<file path="config.mk">
export PLATFORM = sky130hd
export DESIGN_NAME = ads1258_sample_decoder_flat
export DESIGN_NICKNAME = d
export VERILOG_FILES = /design/src/rtl/ads1258_pkg.sv /design/src/rtl/ads1258_sample_decoder_if.sv /design/src/rtl/sync_fifo.sv /design/src/rtl/ads1258_sample_decoder.sv /design/src/flat_wrapper.sv
export SDC_FILE = /design/constraint.sdc
export NUM_CORES = 1
export LEC_CHECK = 0
export BUFFER_PORTS_ARGS = -buffer_cell sky130_fd_sc_hd__buf_2
export CAP_MARGIN = 20
export CORE_UTILIZATION = 49
export DETAILED_ROUTE_END_ITERATION = 12
export PLACE_DENSITY = 0.76
export SLEW_MARGIN = 20
export SYNTH_ARGS = -nofsm -noshare
export SYNTH_HDL_FRONTEND = slang
export SYNTH_SLANG_ARGS = --single-unit
</file>
<file path="constraint.sdc">
create_clock -name sysclk -period 4.7 [get_ports sysclk]
set_clock_uncertainty 0.2 [all_clocks]
set_input_delay 0 -clock sysclk [delete_from_list [all_inputs] [get_ports sysclk]]
set_output_delay 0 -clock sysclk [all_outputs]
set_load 0.01 [all_outputs]
</file>
<file path="src/rtl/ads1258_pkg.sv">
// ADS1258 status-word layout and the decoder's FIFO entry format.
// Shared by the sample decoder, its output FIFO and the bench.
package ads1258_pkg;

    localparam int NEW_BIT = 31;
    localparam int OVF_BIT = 30;
    localparam int SUP_BIT = 29;
    localparam int CHID_HI = 28;
    localparam int CHID_LO = 24;

    localparam logic [4:0] CHID_AIN0 = 5'h08;
    localparam logic [4:0] CHID_SYS0 = 5'h18;

    localparam int ENTRY_W = 29;

    typedef struct packed {
        logic [2:0]  chan;
        logic        ovf;
        logic        supply;
        logic [23:0] data;
    } fifo_entry_t;

    function automatic logic chid_enabled(
        input logic [4:0] chid,
        input logic [4:0] base,
        input int         num
    );
        logic [5:0] c;
        logic [5:0] lo;
        logic [5:0] hi;
        c  = {1'b0, chid};
        lo = {1'b0, base};
        hi = lo + 6'(num);
        return (c >= lo) && (c < hi);
    endfunction

endpackage

</file>
<file path="src/rtl/ads1258_sample_decoder_if.sv">
// Input word strobe and averaged-result stream of the sample decoder.
// master = SPI controller / formatter side, slave = decoder.
interface ads1258_sample_decoder_if;

    logic        in_valid;
    logic [31:0] in_word;
    logic        out_valid;
    logic        out_ready;
    logic [2:0]  out_chan;
    logic [23:0] out_data;
    logic        out_ovf;
    logic        out_supply;

    modport master (
        output in_valid,
        output in_word,
        output out_ready,
        input  out_valid,
        input  out_chan,
        input  out_data,
        input  out_ovf,
        input  out_supply
    );

    modport slave (
        input  in_valid,
        input  in_word,
        input  out_ready,
        output out_valid,
        output out_chan,
        output out_data,
        output out_ovf,
        output out_supply
    );

endinterface

</file>
<file path="src/rtl/sync_fifo.sv">
// Single-clock first-word-fall-through FIFO with synchronous reset.
// A push while full is accepted only if a pop happens in the same cycle.
module sync_fifo #(
    parameter int WIDTH = 29,
    parameter int DEPTH = 4
) (
    input  logic             sysclk,
    input  logic             rst,
    input  logic             push,
    input  logic [WIDTH-1:0] wdata,
    input  logic             pop,
    output logic [WIDTH-1:0] rdata,
    output logic             full,
    output logic             empty
);

    localparam int AW = $clog2(DEPTH);

    logic [WIDTH-1:0] mem [DEPTH];
    logic [AW-1:0]    wr_ptr;
    logic [AW-1:0]    rd_ptr;
    logic [AW:0]      count;
    logic             do_push;
    logic             do_pop;

    assign full    = (count == (AW+1)'(DEPTH));
    assign empty   = (count == '0);
    assign do_pop  = pop && !empty;
    assign do_push = push && (!full || do_pop);
    assign rdata   = mem[rd_ptr];

    always_ff @(posedge sysclk) begin
        if (rst) begin
            for (int i = 0; i < DEPTH; i++) begin
                mem[i] <= '0;
            end
            wr_ptr <= '0;
            rd_ptr <= '0;
            count  <= '0;
        end else begin
            if (do_push) begin
                mem[wr_ptr] <= wdata;
                wr_ptr      <= wr_ptr + AW'(1);
            end
            if (do_pop) begin
                rd_ptr <= rd_ptr + AW'(1);
            end
            unique case ({do_push, do_pop})
                2'b10:   count <= count + (AW+1)'(1);
                2'b01:   count <= count - (AW+1)'(1);
                default: count <= count;
            endcase
        end
    end

endmodule

</file>
<file path="src/rtl/ads1258_sample_decoder.sv">
// Decodes ADS1258 status+data words, boxcar-averages per channel and
// queues channel-tagged results on a valid/ready stream.
module ads1258_sample_decoder
    import ads1258_pkg::*;
#(
    parameter int         NUM_CH     = 3,
    parameter logic [4:0] CH_BASE    = CHID_AIN0,
    parameter int         AVG_LOG2   = 2,
    parameter int         FIFO_DEPTH = 4
) (
    input  logic                    sysclk,
    input  logic                    rst,
    ads1258_sample_decoder_if.slave bus,
    input  logic                    clear_stats,
    output logic [15:0]             stat_drop_cnt,
    output logic                    stat_overrun
);

    localparam int ACC_W = 24 + AVG_LOG2;
    localparam int CNT_W = (AVG_LOG2 > 0) ? AVG_LOG2 : 1;
    localparam logic [CNT_W-1:0] CNT_LAST = CNT_W'((1 << AVG_LOG2) - 1);

    logic [4:0] chid;
    logic       accept;

    assign chid   = bus.in_word[CHID_HI:CHID_LO];
    assign accept = bus.in_word[NEW_BIT]
                 && chid_enabled(chid, CH_BASE, NUM_CH);

    logic               s1_valid;
    logic [2:0]         s1_idx;
    logic signed [23:0] s1_data;
    logic               s1_ovf;
    logic               s1_sup;

    always_ff @(posedge sysclk) begin
        if (rst) begin
            s1_valid <= 1'b0;
            s1_idx   <= '0;
            s1_data  <= '0;
            s1_ovf   <= 1'b0;
            s1_sup   <= 1'b0;
        end else begin
            s1_valid <= bus.in_valid && accept;
            s1_idx   <= 3'(chid - CH_BASE);
            s1_data  <= bus.in_word[23:0];
            s1_ovf   <= bus.in_word[OVF_BIT];
            s1_sup   <= bus.in_word[SUP_BIT];
        end
    end

    logic signed [ACC_W-1:0] acc [NUM_CH];
    logic [CNT_W-1:0]        cnt [NUM_CH];
    logic [NUM_CH-1:0]       ovf_s;
    logic [NUM_CH-1:0]       sup_s;

    logic signed [ACC_W-1:0] acc_sel;
    logic signed [ACC_W-1:0] sum;
    logic [CNT_W-1:0]        cnt_sel;
    logic                    ovf_sel;
    logic                    sup_sel;
    logic                    win_done;
    fifo_entry_t             push_entry;

    // The last sample of a window is added here and goes straight to the FIFO.
    always_comb begin
        acc_sel = '0;
        cnt_sel = '0;
        ovf_sel = 1'b0;
        sup_sel = 1'b0;
        for (int c = 0; c < NUM_CH; c++) begin
            if (s1_idx == 3'(c)) begin
                acc_sel = acc[c];
                cnt_sel = cnt[c];
                ovf_sel = ovf_s[c];
                sup_sel = sup_s[c];
            end
        end
        sum      = acc_sel + ACC_W'(s1_data);
        win_done = s1_valid && (cnt_sel == CNT_LAST);
        push_entry.chan   = s1_idx;
        push_entry.ovf    = ovf_sel | s1_ovf;
        push_entry.supply = sup_sel | s1_sup;
        push_entry.data   = 24'(sum >>> AVG_LOG2);
    end

    always_ff @(posedge sysclk) begin
        if (rst) begin
            for (int c = 0; c < NUM_CH; c++) begin
                acc[c] <= '0;
                cnt[c] <= '0;
            end
            ovf_s <= '0;
            sup_s <= '0;
        end else if (s1_valid) begin
            for (int c = 0; c < NUM_CH; c++) begin
                if (s1_idx == 3'(c)) begin
                    if (win_done) begin
                        acc[c]   <= '0;
                        cnt[c]   <= '0;
                        ovf_s[c] <= 1'b0;
                        sup_s[c] <= 1'b0;
                    end else begin
                        acc[c]   <= sum;
                        cnt[c]   <= cnt[c] + CNT_W'(1);
                        ovf_s[c] <= ovf_s[c] | s1_ovf;
                        sup_s[c] <= sup_s[c] | s1_sup;
                    end
                end
            end
        end
    end

    logic        fifo_full;
    logic        fifo_empty;
    logic        pop;
    logic        overrun_evt;
    fifo_entry_t head;

    assign pop         = bus.out_ready && !fifo_empty;
    assign overrun_evt = win_done && fifo_full && !pop;

    sync_fifo #(
        .WIDTH (ENTRY_W),
        .DEPTH (FIFO_DEPTH)
    ) u_fifo (
        .sysclk (sysclk),
        .rst    (rst),
        .push   (win_done),
        .wdata  (push_entry),
        .pop    (pop),
        .rdata  (head),
        .full   (fifo_full),
        .empty  (fifo_empty)
    );

    assign bus.out_valid  = !fifo_empty;
    assign bus.out_chan   = head.chan;
    assign bus.out_data   = head.data;
    assign bus.out_ovf    = head.ovf;
    assign bus.out_supply = head.supply;

    always_ff @(posedge sysclk) begin
        if (rst || clear_stats) begin
            stat_drop_cnt <= '0;
            stat_overrun  <= 1'b0;
        end else begin
            if (bus.in_valid && !accept && stat_drop_cnt != 16'hFFFF) begin
                stat_drop_cnt <= stat_drop_cnt + 16'd1;
            end
            if (overrun_evt) begin
                stat_overrun <= 1'b1;
            end
        end
    end

endmodule

</file>
<file path="src/flat_wrapper.sv">
// flat-port wrapper written by rule: the top's interface ports become plain ports
module ads1258_sample_decoder_flat import ads1258_pkg::*;
#(
    parameter int         NUM_CH     = 3,
    parameter logic [4:0] CH_BASE    = CHID_AIN0,
    parameter int         AVG_LOG2   = 2,
    parameter int         FIFO_DEPTH = 4
)
  (sysclk, rst, clear_stats, stat_drop_cnt, stat_overrun, bus_in_valid, bus_in_word, bus_out_ready, bus_out_valid, bus_out_chan, bus_out_data, bus_out_ovf, bus_out_supply);
  ads1258_sample_decoder_if bus_i ();
  input  logic sysclk;
  input  logic rst;
  input  logic clear_stats;
  output logic [15:0] stat_drop_cnt;
  output logic stat_overrun;
  input wire logic [$bits(bus_i.in_valid)-1:0] bus_in_valid;
  input wire logic [$bits(bus_i.in_word)-1:0] bus_in_word;
  input wire logic [$bits(bus_i.out_ready)-1:0] bus_out_ready;
  output wire logic [$bits(bus_i.out_valid)-1:0] bus_out_valid;
  output wire logic [$bits(bus_i.out_chan)-1:0] bus_out_chan;
  output wire logic [$bits(bus_i.out_data)-1:0] bus_out_data;
  output wire logic [$bits(bus_i.out_ovf)-1:0] bus_out_ovf;
  output wire logic [$bits(bus_i.out_supply)-1:0] bus_out_supply;
  assign bus_i.in_valid = bus_in_valid;
  assign bus_i.in_word = bus_in_word;
  assign bus_i.out_ready = bus_out_ready;
  assign bus_out_valid = bus_i.out_valid;
  assign bus_out_chan = bus_i.out_chan;
  assign bus_out_data = bus_i.out_data;
  assign bus_out_ovf = bus_i.out_ovf;
  assign bus_out_supply = bus_i.out_supply;
  ads1258_sample_decoder #(.NUM_CH(NUM_CH), .CH_BASE(CH_BASE), .AVG_LOG2(AVG_LOG2), .FIFO_DEPTH(FIFO_DEPTH)) u_core (.sysclk(sysclk), .rst(rst), .bus(bus_i), .clear_stats(clear_stats), .stat_drop_cnt(stat_drop_cnt), .stat_overrun(stat_overrun));
endmodule
</file>
==> out/qor.csv, run 1 <==
metric,value,unit
power per cell area,354,nW/um2
# DRC,0,
crit path kind,register to register,
top-area cell type share of the netlist area,48.8,%
drt pass-1 iters,5,
CP required,4.74,ns
Post-synth ARST share,0,%
CORE AREA,24500,um2
Yosys cell types,66,
synth warn,0,
run status,finished clean,
vias,8751,
crit end category,register,
"Slew Viols, Final",0,
remaining global-route overflow,0,
Die Area,25700,um2
all-layer global routing usage,21.6,%
CTS Buf Count,27,
initial core utilization,50.3,%
element type at the critical path start,register,
Max Cap Viol,0,
CP Max Fanout,16,
"top cells by count, synth","243 x nor2_1, 200 x edfxtp_1, 73 x a21oi_1, 62 x dfxtp_1, 44 x clkbuf_1",
worst skew pair latency,0.53,ns
Hold Crit Class,primary input to register,
Finished Layout Cells,1559,
WP data arrival,4.49,ns
Clk pwr share,40.1,%
unrepaired setup endpoints after global routing,false,
Diodes inserted,0,
hold_sp,bus_in_word[25],
# setup viols final,0,
final worst-path cycle share,94.6,%
# rows,57,
dpl hpwl,17.8,mm
dpl ws,0.448,ns
number of routed nets with antenna violations,0,
"Seq/Total Area, Yosys",58.9,%
Yosys top cell by area,edfxtp_1,
CTS sink cnt,262,
Switching Share,23.4,%
DRT iter0 DRCs,664,
crit path from,u_core.s1_idx[1]$_SDFF_PP0_,
Post-Synthesis Cells,1064,
I/O pins,84,
Worst-Margin Slew,0.907,ns
"Net count, final",1282,
DRT Wirelength,27.5,mm
Comb pwr share,10.0,%
Net Sw Power,0.00122,W
synth top area cells,"edfxtp_1 49%, dfxtp_1 10%, nor2_1 7.4%",
Reg power frac,49.9,%
endpoints failing hold,0,
CTS tree,built,
slew margin rel.,39.3,%
Leak,5.54,nW
placed insts,1440,
fillers,1928,
maximum clock path buffer count,3,
CTS HTree Levels,1,
Post-Syn Area,12300,um2
post-synthesis area per instance,11.6,um2
Tmin final,4.45,ns
Peak supply drop,0.206,mV
vias per std cell,5.61,
Root Driver,clkbuf_16,
first-pass GRT wire length,44.1,mm
Post-synth EDFFs,200,
P_int,0.00398,W
I/O Buffers,83,
WL/cell,17.6,um
reg2reg start,u_core.s1_idx[1]$_SDFF_PP0_,
vias in the first global route,8342,
top-count cell post-synth,nor2_1,
P&R area growth vs syn,19.3,%
Synth Register Bits,262,
fmax,0.225,GHz
layout cells sized above 1,17.2,%
Final GP Congestion,0.924,
Die Wd,160,um
Worst Slack Setup Final,0.252,ns
clock transition at the registers of the reported paths,0.06,ns
Die Y,160,um
Fin Setup TNS,0,ns
pin count of the biggest net entering global routing,51,
r2r setup slk,0.25,ns
initial antenna violation count,0,
Synth Flop Type,edfxtp_1,
[logic make-up after synthesis]
group	share of synthesized area, %
AO/OA/AOI/OAI	8.13
XOR/XNOR	2.42
adder cells (fa/ha/maj)	2.97
buffers and inverters	2.61
flip-flops	58.9
multiplexers	8.19
other	0.0305
AND/OR/NAND/NOR	16.7
[worst max-delay path, cell delays in order, from the launching register on]
cell and delay [ns]:
dfxtp_2 0.46, nor2b_1 0.74, buf_4 0.36, a21oi_1 0.11, nor2_1 0.13, ha_1 0.33, a21oi_1 0.21, o21a_1 0.18
o221ai_1 0.23, nor2_1 0.31, xor2_1 0.75, nor2_1 0.14
[timing repair]
| item | 4_1_cts | 5_1_grt |
|---|---|---|
| resized for setup | 0 | 0 |
| endpoints found under the hold margin | 61 | 0 |
| setup buffers | 0 | 0 |
| hold buffers | 72 | 0 |
[per-layer routing]
layer / GRT usage [%] / wire (um)
met1: 30.9 / 12400
met2: 35.2 / 12700
met3: 3.10 / 2040
met4: 4.50 / 347
met5: 0 / 0
[metrics by stage]
| stage | utilization, % | area, um2 | hold WS [ns] | power [W] |
|---|---|---|---|---|
| 2_1_floorplan | - | 12300 | -0.0718 | 0.00294 |
| 3_3_place_gp | 53.6 | 13100 | 0.0130 | 0.00310 |
| 3_5_place_dp | 53.6 | 13100 | 0.0116 | 0.00311 |
| 4_1_cts | 60.0 | 14700 | 0.136 | 0.00522 |
| 5_1_grt | 60.0 | 14700 | 0.144 | 0.00537 |
| 6_report | 60.0 | 14700 | 0.147 | 0.00520 |
[flip-flops by register name, summed over array words and instances, names as in the netlist, named ones only]
signal,count
u_core.u_fifo.mem,116
u_core.acc,78
u_core.s1_data,24
u_core.stat_drop_cnt,16
u_core.cnt,6
u_core.ovf_s,3
u_core.s1_idx,3
u_core.sup_s,3
u_core.u_fifo.count,3
u_core.u_fifo.rd_ptr,2
u_core.u_fifo.wr_ptr,2
u_core.s1_ovf,1
u_core.s1_sup,1
u_core.s1_valid,1
u_core.stat_overrun,1
[placed cells by master, fill, tap and decap left out, types with 7 or more instances in the layout]
cell type / instances
a211oi_1: 10
dfxtp_1: 60
xor2_1: 20
nand4_1: 14
nor2b_1: 32
xnor2_1: 14
buf_2: 83
nor3_1: 40
inv_1: 13
mux4_2: 29
edfxtp_1: 200
ha_1: 26
o211ai_1: 12
mux2i_1: 32
a21o_1: 12
nor3b_1: 7
nor2_1: 243
clkbuf_16: 27
dlygate4sd3_1: 72
o21ai_0: 18
buf_4: 23
nor2_2: 21
a21oi_1: 73
nand2_1: 37
[area by class of cell]
| cell class | count | area, um2 | area share [%] |
|---|---|---|---|
| multi-input cells | 731 | 4750 | 32.3 |
| inverters | 14 | 52.6 | 0.358 |
| repair buffers | 181 | 1370 | 9.32 |
| flip-flops and latches | 262 | 7250 | 49.4 |
| clock inverters | 14 | 149 | 1.01 |
| clock buffers | 33 | 708 | 4.82 |
| well taps | 324 | 405 | 2.76 |
[power groups by stage]
stage                     Sequential (W)  Clock [W]  Combinational [W]
after floorplan                  0.00262          0           0.000314
after global placement           0.00264          0           0.000461
after detailed placement         0.00264          0           0.000468
final                            0.00259    0.00208           0.000522
after CTS                        0.00259    0.00212           0.000514
after global routing             0.00260    0.00221           0.000566
[worst paths after layout]
kind / endpoint / cells past startpoint
worst max-delay path: u_core.u_fifo.mem[2][14]$_SDFFCE_PN0P_ / 11
worst min-delay path: u_core.s1_idx[1]$_SDFF_PP0_ / 3
worst max register to register: u_core.u_fifo.mem[2][14]$_SDFFCE_PN0P_ / 11
worst min register to register: u_core.stat_overrun$_SDFFE_PP0P_ / 2
(Power assumes the default switching activity.)
==> inputs of run 2 (changes only) <==
--- a/config.mk
+++ b/config.mk
@@ -7,9 +7,11 @@
 export LEC_CHECK = 0
 export BUFFER_PORTS_ARGS = -buffer_cell sky130_fd_sc_hd__buf_2
 export CAP_MARGIN = 20
+export CORE_MARGIN = 2
 export CORE_UTILIZATION = 49
 export DETAILED_ROUTE_END_ITERATION = 12
 export PLACE_DENSITY = 0.76
+export RECOVER_POWER = 50
 export SLEW_MARGIN = 20
 export SYNTH_ARGS = -nofsm -noshare
 export SYNTH_HDL_FRONTEND = slang
==> constraint.sdc (replaced) <==
create_clock -name sysclk -period 4.6 [get_ports sysclk]
set_clock_uncertainty 0.2 [all_clocks]
set_input_delay 0 -clock sysclk [delete_from_list [all_inputs] [get_ports sysclk]]
set_output_delay 0 -clock sysclk [all_outputs]
set_load 0.01 [all_outputs]
==> run 2 against run 1 <==
Final area is 1.3% lower. Fmax is 4.0% higher. Largest power group unchanged. Worst hold slack better by 0.015 ns. Non-clock buffer count is 6 lower. Wire length is 2.5% higher. Via count hardly changed. Combinational power is 2% higher. The flow now finishes with violations (max-capacitance violations, max-slew violations). Die area is 2.5% higher. Global-route usage is 0.49 points lower. Critical path type unchanged.
==> out/qor.csv, run 2 (synthesis gave the netlist of run 1 again) <==
metric,value,unit,change
layout cells sized above 1,13.1,%,-4.2 points
power per cell area,367,nW/um2,+3.7%
Layout Utilization,59.3,%,-0.76 points
initial antenna violation count,0,,unchanged
number of routed nets with antenna violations,0,,unchanged
clock transition at the registers of the reported paths,0.06,ns,about the same
run status,"complete, but fails checks",,
pin count of the biggest net entering global routing,52,,+2.0%
Multi-input gate area,4730,um2,-0.40%
Worst-Margin Slew,2.18,ns,+1.28 ns
# rows,57,,unchanged
most frequent cells in the layout,"243 x nor2_1, 200 x edfxtp_1, 73 x a21oi_1",,
Die Area,26400,um2,+2.5%
Tmin final,4.28,ns,-0.170 ns
fillers,1999,,+3.7%
first-pass GRT wire length,44.1,mm,about the same
WP data arrival,4.50,ns,about the same
vias,8744,,-0.080%
number of flip-flops in the largest register,116,,unchanged
"commonest non-fill, non-tap cell in the layout",nor2_1,,
"Net count, final",1276,,-0.47%
Largest regs,"u_core.u_fifo.mem (116), u_core.acc (78), u_core.s1_data (24)",,
CTS Buf Count,27,,unchanged
I/O pins,84,,unchanged
element type at the critical path start,register,,
CP Max Fanout,23,,+7
final worst-path cycle share,93.0,%,-1.6 points
Leak,5.32,nW,-4.0%
dpl hpwl,18.4,mm,+3.4%
CORE AREA,24500,um2,unchanged
crit path kind,register to register,,
Die Y,162,um,+1.2%
worst skew pair latency,0.53,ns,about the same
FF+latch area,7250,um2,about the same
Diodes inserted,0,,unchanged
Fin Setup TNS,0,ns,unchanged
P&R area growth vs syn,17.8,%,
unrepaired setup endpoints after global routing,false,,
"Slew Viols, Final",169,,+169
maximum clock path buffer count,3,,unchanged
drt pass-1 iters,5,,unchanged
CTS HTree Levels,1,,unchanged
reg2reg start,u_core.s1_idx[1]$_SDFF_PP0_,,
Hold Crit Class,primary input to register,,
crit path from,u_core.s1_idx[1]$_SDFF_PP0_,,
endpoints failing hold,0,,unchanged
all-layer global routing usage,21.1,%,-0.49 points
DRT Wirelength,28.2,mm,+2.5%
Root Driver,clkbuf_16,,
CTS sink cnt,262,,unchanged
initial core utilization,50.3,%,unchanged
Die Wd,162,um,+1.2%
CTS tree,built,,
hold_sp,bus_in_word[24],,
slew margin rel.,-45.6,%,-85 points
remaining global-route overflow,0,,unchanged
Peak supply drop,0.218,mV,+5.8%
Top reg by flops,u_core.u_fifo.mem,,
failing checks,"max-capacitance violations, max-slew violations",,
WL/cell,18.1,um,+2.7%
vias per std cell,5.62,,+0.18%
crit end category,register,,
# setup viols final,0,,unchanged
vias in the first global route,8293,,-0.59%
Final GP Congestion,0.928,,+0.44%
DRT iter0 DRCs,766,,+15%
I/O Buffers,83,,unchanged
post-cts sizing count,0,,unchanged
# DRC,0,,unchanged
CP required,4.82,ns,+0.08 ns
Max Cap Viol,5,,+5
fmax,0.234,GHz,+4.0%
run 2: timing repair:
item / in CTS / in global routing
setup buffers: 0 / 0
endpoints found under the hold margin: 56 / 0
hold buffers: 64 / 0
run 2: final cells by class:
cell class                 instances  share of cell area, %
clock buffer                      35                   4.94
clock inverter                    14                  0.993
inverter                          14                  0.363
multi-input combinational        731                   32.6
sequential                       262                   50.0
tap                              324                   2.80
timing repair buffer             175                   8.31
run 2: path summary, 6_finish.rpt:
check                           slack (ns)  depth (start not counted)                                  end
worst max register to register        0.32                         11  u_core.u_fifo.count[2]$_SDFFE_PP0P_
worst max-delay path                  0.32                         11  u_core.u_fifo.count[2]$_SDFFE_PP0P_
worst min register to register        0.28                          2     u_core.stat_overrun$_SDFFE_PP0P_
worst min-delay path                  0.16                          3          u_core.s1_idx[0]$_SDFF_PP0_
run 2: power by group:
part | switching, W | leakage (nW) | total [W] | internal (W)
registers | 0.0000290 | 2.57 | 0.00264 | 0.00262
logic | 0.000342 | 2.32 | 0.000530 | 0.000188
clock network | 0.000888 | 0.423 | 0.00215 | 0.00126
total | 0.00126 | 5.32 | 0.00532 | 0.00406
run 2: metal layers:
metal  vias to the layer above  track usage, %  wire length, um
met3                        37            2.75             1940
li1                       4144               -                -
met1                      4225            29.9            12500
met5                         -               0                0
met2                       338            34.6            13200
met4                         0            6.03              607
run 2: critical path, stage by stage (launching register included):
cell	delay [ns]
dfxtp_1	0.33
buf_4	0.37
buf_4	0.29
o21bai_1	0.10
a31o_2	0.25
a32oi_1	0.65
o21ai_0	0.26
fa_1	0.43
nor3_1	0.30
mux2i_1	0.23
a31oi_1	0.09
dlygate4sd3_1	0.66
run 2: through the flow:
| step | instances | cell area, um2 | power [W] | worst slack [ns] | hold slack, ns |
|---|---|---|---|---|---|
| after floorplan | 1067 | 12300 | 0.00300 | 0.349 | -0.0718 |
| after global placement | 1442 | 13100 | 0.00316 | 0.586 | 0.00898 |
| after detailed placement | 1442 | 13100 | 0.00318 | 0.505 | 0.0117 |
| after CTS | 1555 | 14600 | 0.00534 | 0.495 | 0.159 |
| after global routing | 1555 | 14500 | 0.00548 | 0.0508 | 0.161 |
| final | 1555 | 14500 | 0.00532 | 0.322 | 0.162 |
==> inputs of run 3 (changes only) <==
--- a/config.mk
+++ b/config.mk
@@ -5,7 +5,7 @@
 export SDC_FILE = /design/constraint.sdc
 export NUM_CORES = 1
 export LEC_CHECK = 0
-export BUFFER_PORTS_ARGS = -buffer_cell sky130_fd_sc_hd__buf_2
+export BUFFER_PORTS_ARGS = -buffer_cell sky130_fd_sc_hd__clkbuf_2
 export CAP_MARGIN = 20
 export CORE_MARGIN = 2
 export CORE_UTILIZATION = 49
==> run 3 against run 2 <==
The run still ends with max-capacitance violations, max-slew violations left. Largest power group unchanged. Via count down 1.2%. Global-route usage fell by 0.39 points. Wire length down 2.9%. Critical path depth up 2. Highest routed layer unchanged. Power rose by 0.67%. Sequential power is essentially flat. Core utilization is 0.13 points higher.
==> out/qor.csv, run 3 (synthesis gave the netlist of run 1 again) <==
metric,value,unit,change
Largest regs,"u_core.u_fifo.mem (116), u_core.acc (78), u_core.s1_data (24)",,
Finished Layout Cells,1555,,unchanged
Hold Crit Class,primary input to register,,
CP Max Fanout,26,,+13%
number of routed nets with antenna violations,0,,unchanged
# DRC,0,,unchanged
"Net count, final",1276,,unchanged
"critical path, cell by cell",buf_4 > mux2i_1 > nor2_1 > a21oi_1 > nor2_1 > ha_1 > fa_1 > a211oi_1 > o211ai_1 > and3_1 > nor2_1 > xor2_1 > nor2_1,,
Die Wd,162,um,unchanged
WL/cell,17.6,um,-2.9%
Final GP Congestion,0.920,,-0.87%
Leak,5.33,nW,+0.28%
first-pass GRT wire length,43.4,mm,-1.6%
DRT Wirelength,27.4,mm,-2.9%
Fin Setup TNS,0,ns,unchanged
number of flip-flops in the largest register,116,,unchanged
Reg power frac,49.3,%,-0.4 points
CTS tree,built,,
slew margin rel.,-42.3,%,+3.3 points
Comb pwr share,9.9,%,about the same
I/O Buffers,83,,unchanged
CP Buf/Inv Count,1,,-2
failing checks,"max-capacitance violations, max-slew violations",,
maximum clock path buffer count,3,,unchanged
placed cell areas,13100,um2,+0.11%
placed insts,1444,,+0.14%
Root Driver,clkbuf_16,,
I/O pins,84,,unchanged
initial core utilization,50.3,%,unchanged
Switching Share,23.6,%,-0.076 points
Peak supply drop,0.235,mV,+7.8%
Reg2Reg Capture Point,u_core.u_fifo.mem[2][14]$_SDFFCE_PN0P_,,
Post-CTS Setup Inserts,0,,unchanged
Net Sw Power,0.00126,W,+0.34%
DRT iter0 DRCs,736,,-3.9%
Worst-Margin Slew,2.13,ns,-0.0500 ns
layout cells sized above 1,13.4,%,+0.32 points
Tmin final,4.19,ns,-0.0889 ns
Clk pwr share,40.8,%,+0.4 points
CP required,4.64,ns,-0.18 ns
Die Y,162,um,unchanged
run status,"complete, but fails checks",,
Max Cap Viol,5,,unchanged
power per cell area,369,nW/um2,+0.44%
most frequent cells in the layout,"246 x nor2_1, 200 x edfxtp_1, 73 x a21oi_1",,
"Slew Viols, Final",169,,unchanged
drt pass-1 iters,7,,+2
clock transition at the registers of the reported paths,0.07,ns,about the same
reg2reg start,u_core.s1_idx[1]$_SDFF_PP0_,,
crit end category,register,,
P&R area growth vs syn,18.1,%,
remaining global-route overflow,0,,unchanged
final worst-path cycle share,91.1,%,-1.9 points
CTS Buf Count,27,,unchanged
P_int,0.00410,W,+0.76%
vias per std cell,5.56,,-1.2%
Worst path max stage delay,0.65,ns,about the same
"commonest non-fill, non-tap cell in the layout",nor2_1,,
vias,8641,,-1.2%
CP dominant cell by count,nor2_1,,
Die Area,26400,um2,unchanged
Layout Utilization,59.4,%,+0.13 points
endpoints failing hold,0,,unchanged
worst skew pair latency,0.52,ns,about the same
R2R depth,13,,+2
pin count of the biggest net entering global routing,52,,unchanged
Hold Crit Depth,3,,unchanged
"Hold-fix buffers, CTS",62,,-3.1%
r2r setup slk,0.41,ns,+0.09 ns
FF+latch area,7250,um2,unchanged
WP data arrival,4.23,ns,-0.27 ns
crit path kind,register to register,,
design area,14500,um2,+0.22%
element type at the critical path start,register,,
Hold Path End,u_core.s1_idx[0]$_SDFF_PP0_,,
CORE AREA,24500,um2,unchanged
# rows,57,,unchanged
fmax,0.239,GHz,+2.1%
total power,0.00536,W,+0.67%
dpl hpwl,18.1,mm,-1.5%
Diodes inserted,0,,unchanged
fillers,2003,,+0.20%
unrepaired setup endpoints after global routing,false,,
hold_sp,bus_in_word[24],,
initial antenna violation count,0,,unchanged
# setup viols final,0,,unchanged
critical path's slowest cell,xor2_1,,
Multi-input gate area,4730,um2,+0.16%
Top delay family on crit path,compound AO/OA/AOI/OAI gates,,
vias in the first global route,8108,,-2.2%
post-cts sizing count,0,,unchanged
CTS HTree Levels,1,,unchanged
Top reg by flops,u_core.u_fifo.mem,,
CTS sink cnt,262,,unchanged
all-layer global routing usage,20.7,%,-0.39 points
[run 3: changes by cell type in the layout (fill, tap and decap cells not counted), moves of 3 or more]
| cell | change |
|---|---|
| clkbuf_1 | -7 |
| buf_2 | -36 |
| clkbuf_2 | +36 |
| nor2_1 | +3 |
| nor2_2 | -3 |
[run 3: worst register-to-register path, delay by kind of cell, from the launching register on]
family / cells / cell delay [ns]
AOI/OAI and AO/OA: 3 / 0.73
and+or+nand+nor: 5 / 0.69
adders and majority gates: 2 / 0.66
xor gates and xnor gates: 1 / 0.65
buffers and inverters: 1 / 0.37
DFF: 1 / 0.34
muxes: 1 / 0.25
[run 3: cell type report]
class / instances / share of cell area [%]
flip-flops and latches: 262 / 49.9
multi-input cells: 731 / 32.6
repair buffers: 175 / 8.26
clock buffers: 27 / 4.65
well taps: 324 / 2.79
clock inverters: 22 / 1.47
inverters: 14 / 0.362
[run 3: power by group through the flow]
stage / Combinational, W / Sequential, W / Clock (W)
6_report: 0.000528 / 0.00264 / 0.00219
3_3_place_gp: 0.000477 / 0.00269 / 0
3_5_place_dp: 0.000484 / 0.00269 / 0
2_1_floorplan: 0.000321 / 0.00268 / 0
4_1_cts: 0.000527 / 0.00264 / 0.00222
5_1_grt: 0.000573 / 0.00265 / 0.00232
[run 3: per-layer routing]
metal | track usage (%) | up-vias | share of wire [%]
li1 | - | 4148 | -
met2 | 33.5 | 346 | 47
met4 | 4.83 | 0 | 1.7
met5 | 0 | - | 0
met3 | 2.67 | 39 | 7.8
met1 | 30.2 | 4108 | 44
[run 3: worst max path at each step]
| stage | to | depth (start not counted) | start |
|---|---|---|---|
| 2_1_floorplan | u_core.acc[0][24]$_SDFFCE_PN0P_ | 15 | u_core.s1_idx[1]$_SDFF_PP0_ |
| 3_3_place_gp | u_core.u_fifo.mem[0][14]$_SDFFCE_PN0P_ | 13 | u_core.s1_idx[1]$_SDFF_PP0_ |
| 3_5_place_dp | u_core.u_fifo.mem[2][14]$_SDFFCE_PN0P_ | 13 | u_core.s1_idx[1]$_SDFF_PP0_ |
| 4_1_cts | u_core.u_fifo.mem[2][14]$_SDFFCE_PN0P_ | 13 | u_core.s1_idx[1]$_SDFF_PP0_ |
| 5_1_grt | u_core.u_fifo.mem[2][14]$_SDFFCE_PN0P_ | 13 | u_core.s1_idx[1]$_SDFF_PP0_ |
| 6_report | u_core.u_fifo.mem[2][14]$_SDFFCE_PN0P_ | 13 | u_core.s1_idx[1]$_SDFF_PP0_ |
[run 3: metrics by stage]
stage	setup slack, ns	hold WS, ns
floorplan	0.349	-0.0718
global placement	0.565	0.00854
detailed placement	0.471	0.0141
CTS	0.442	0.139
global route	0.0458	0.158
finish	0.411	0.141
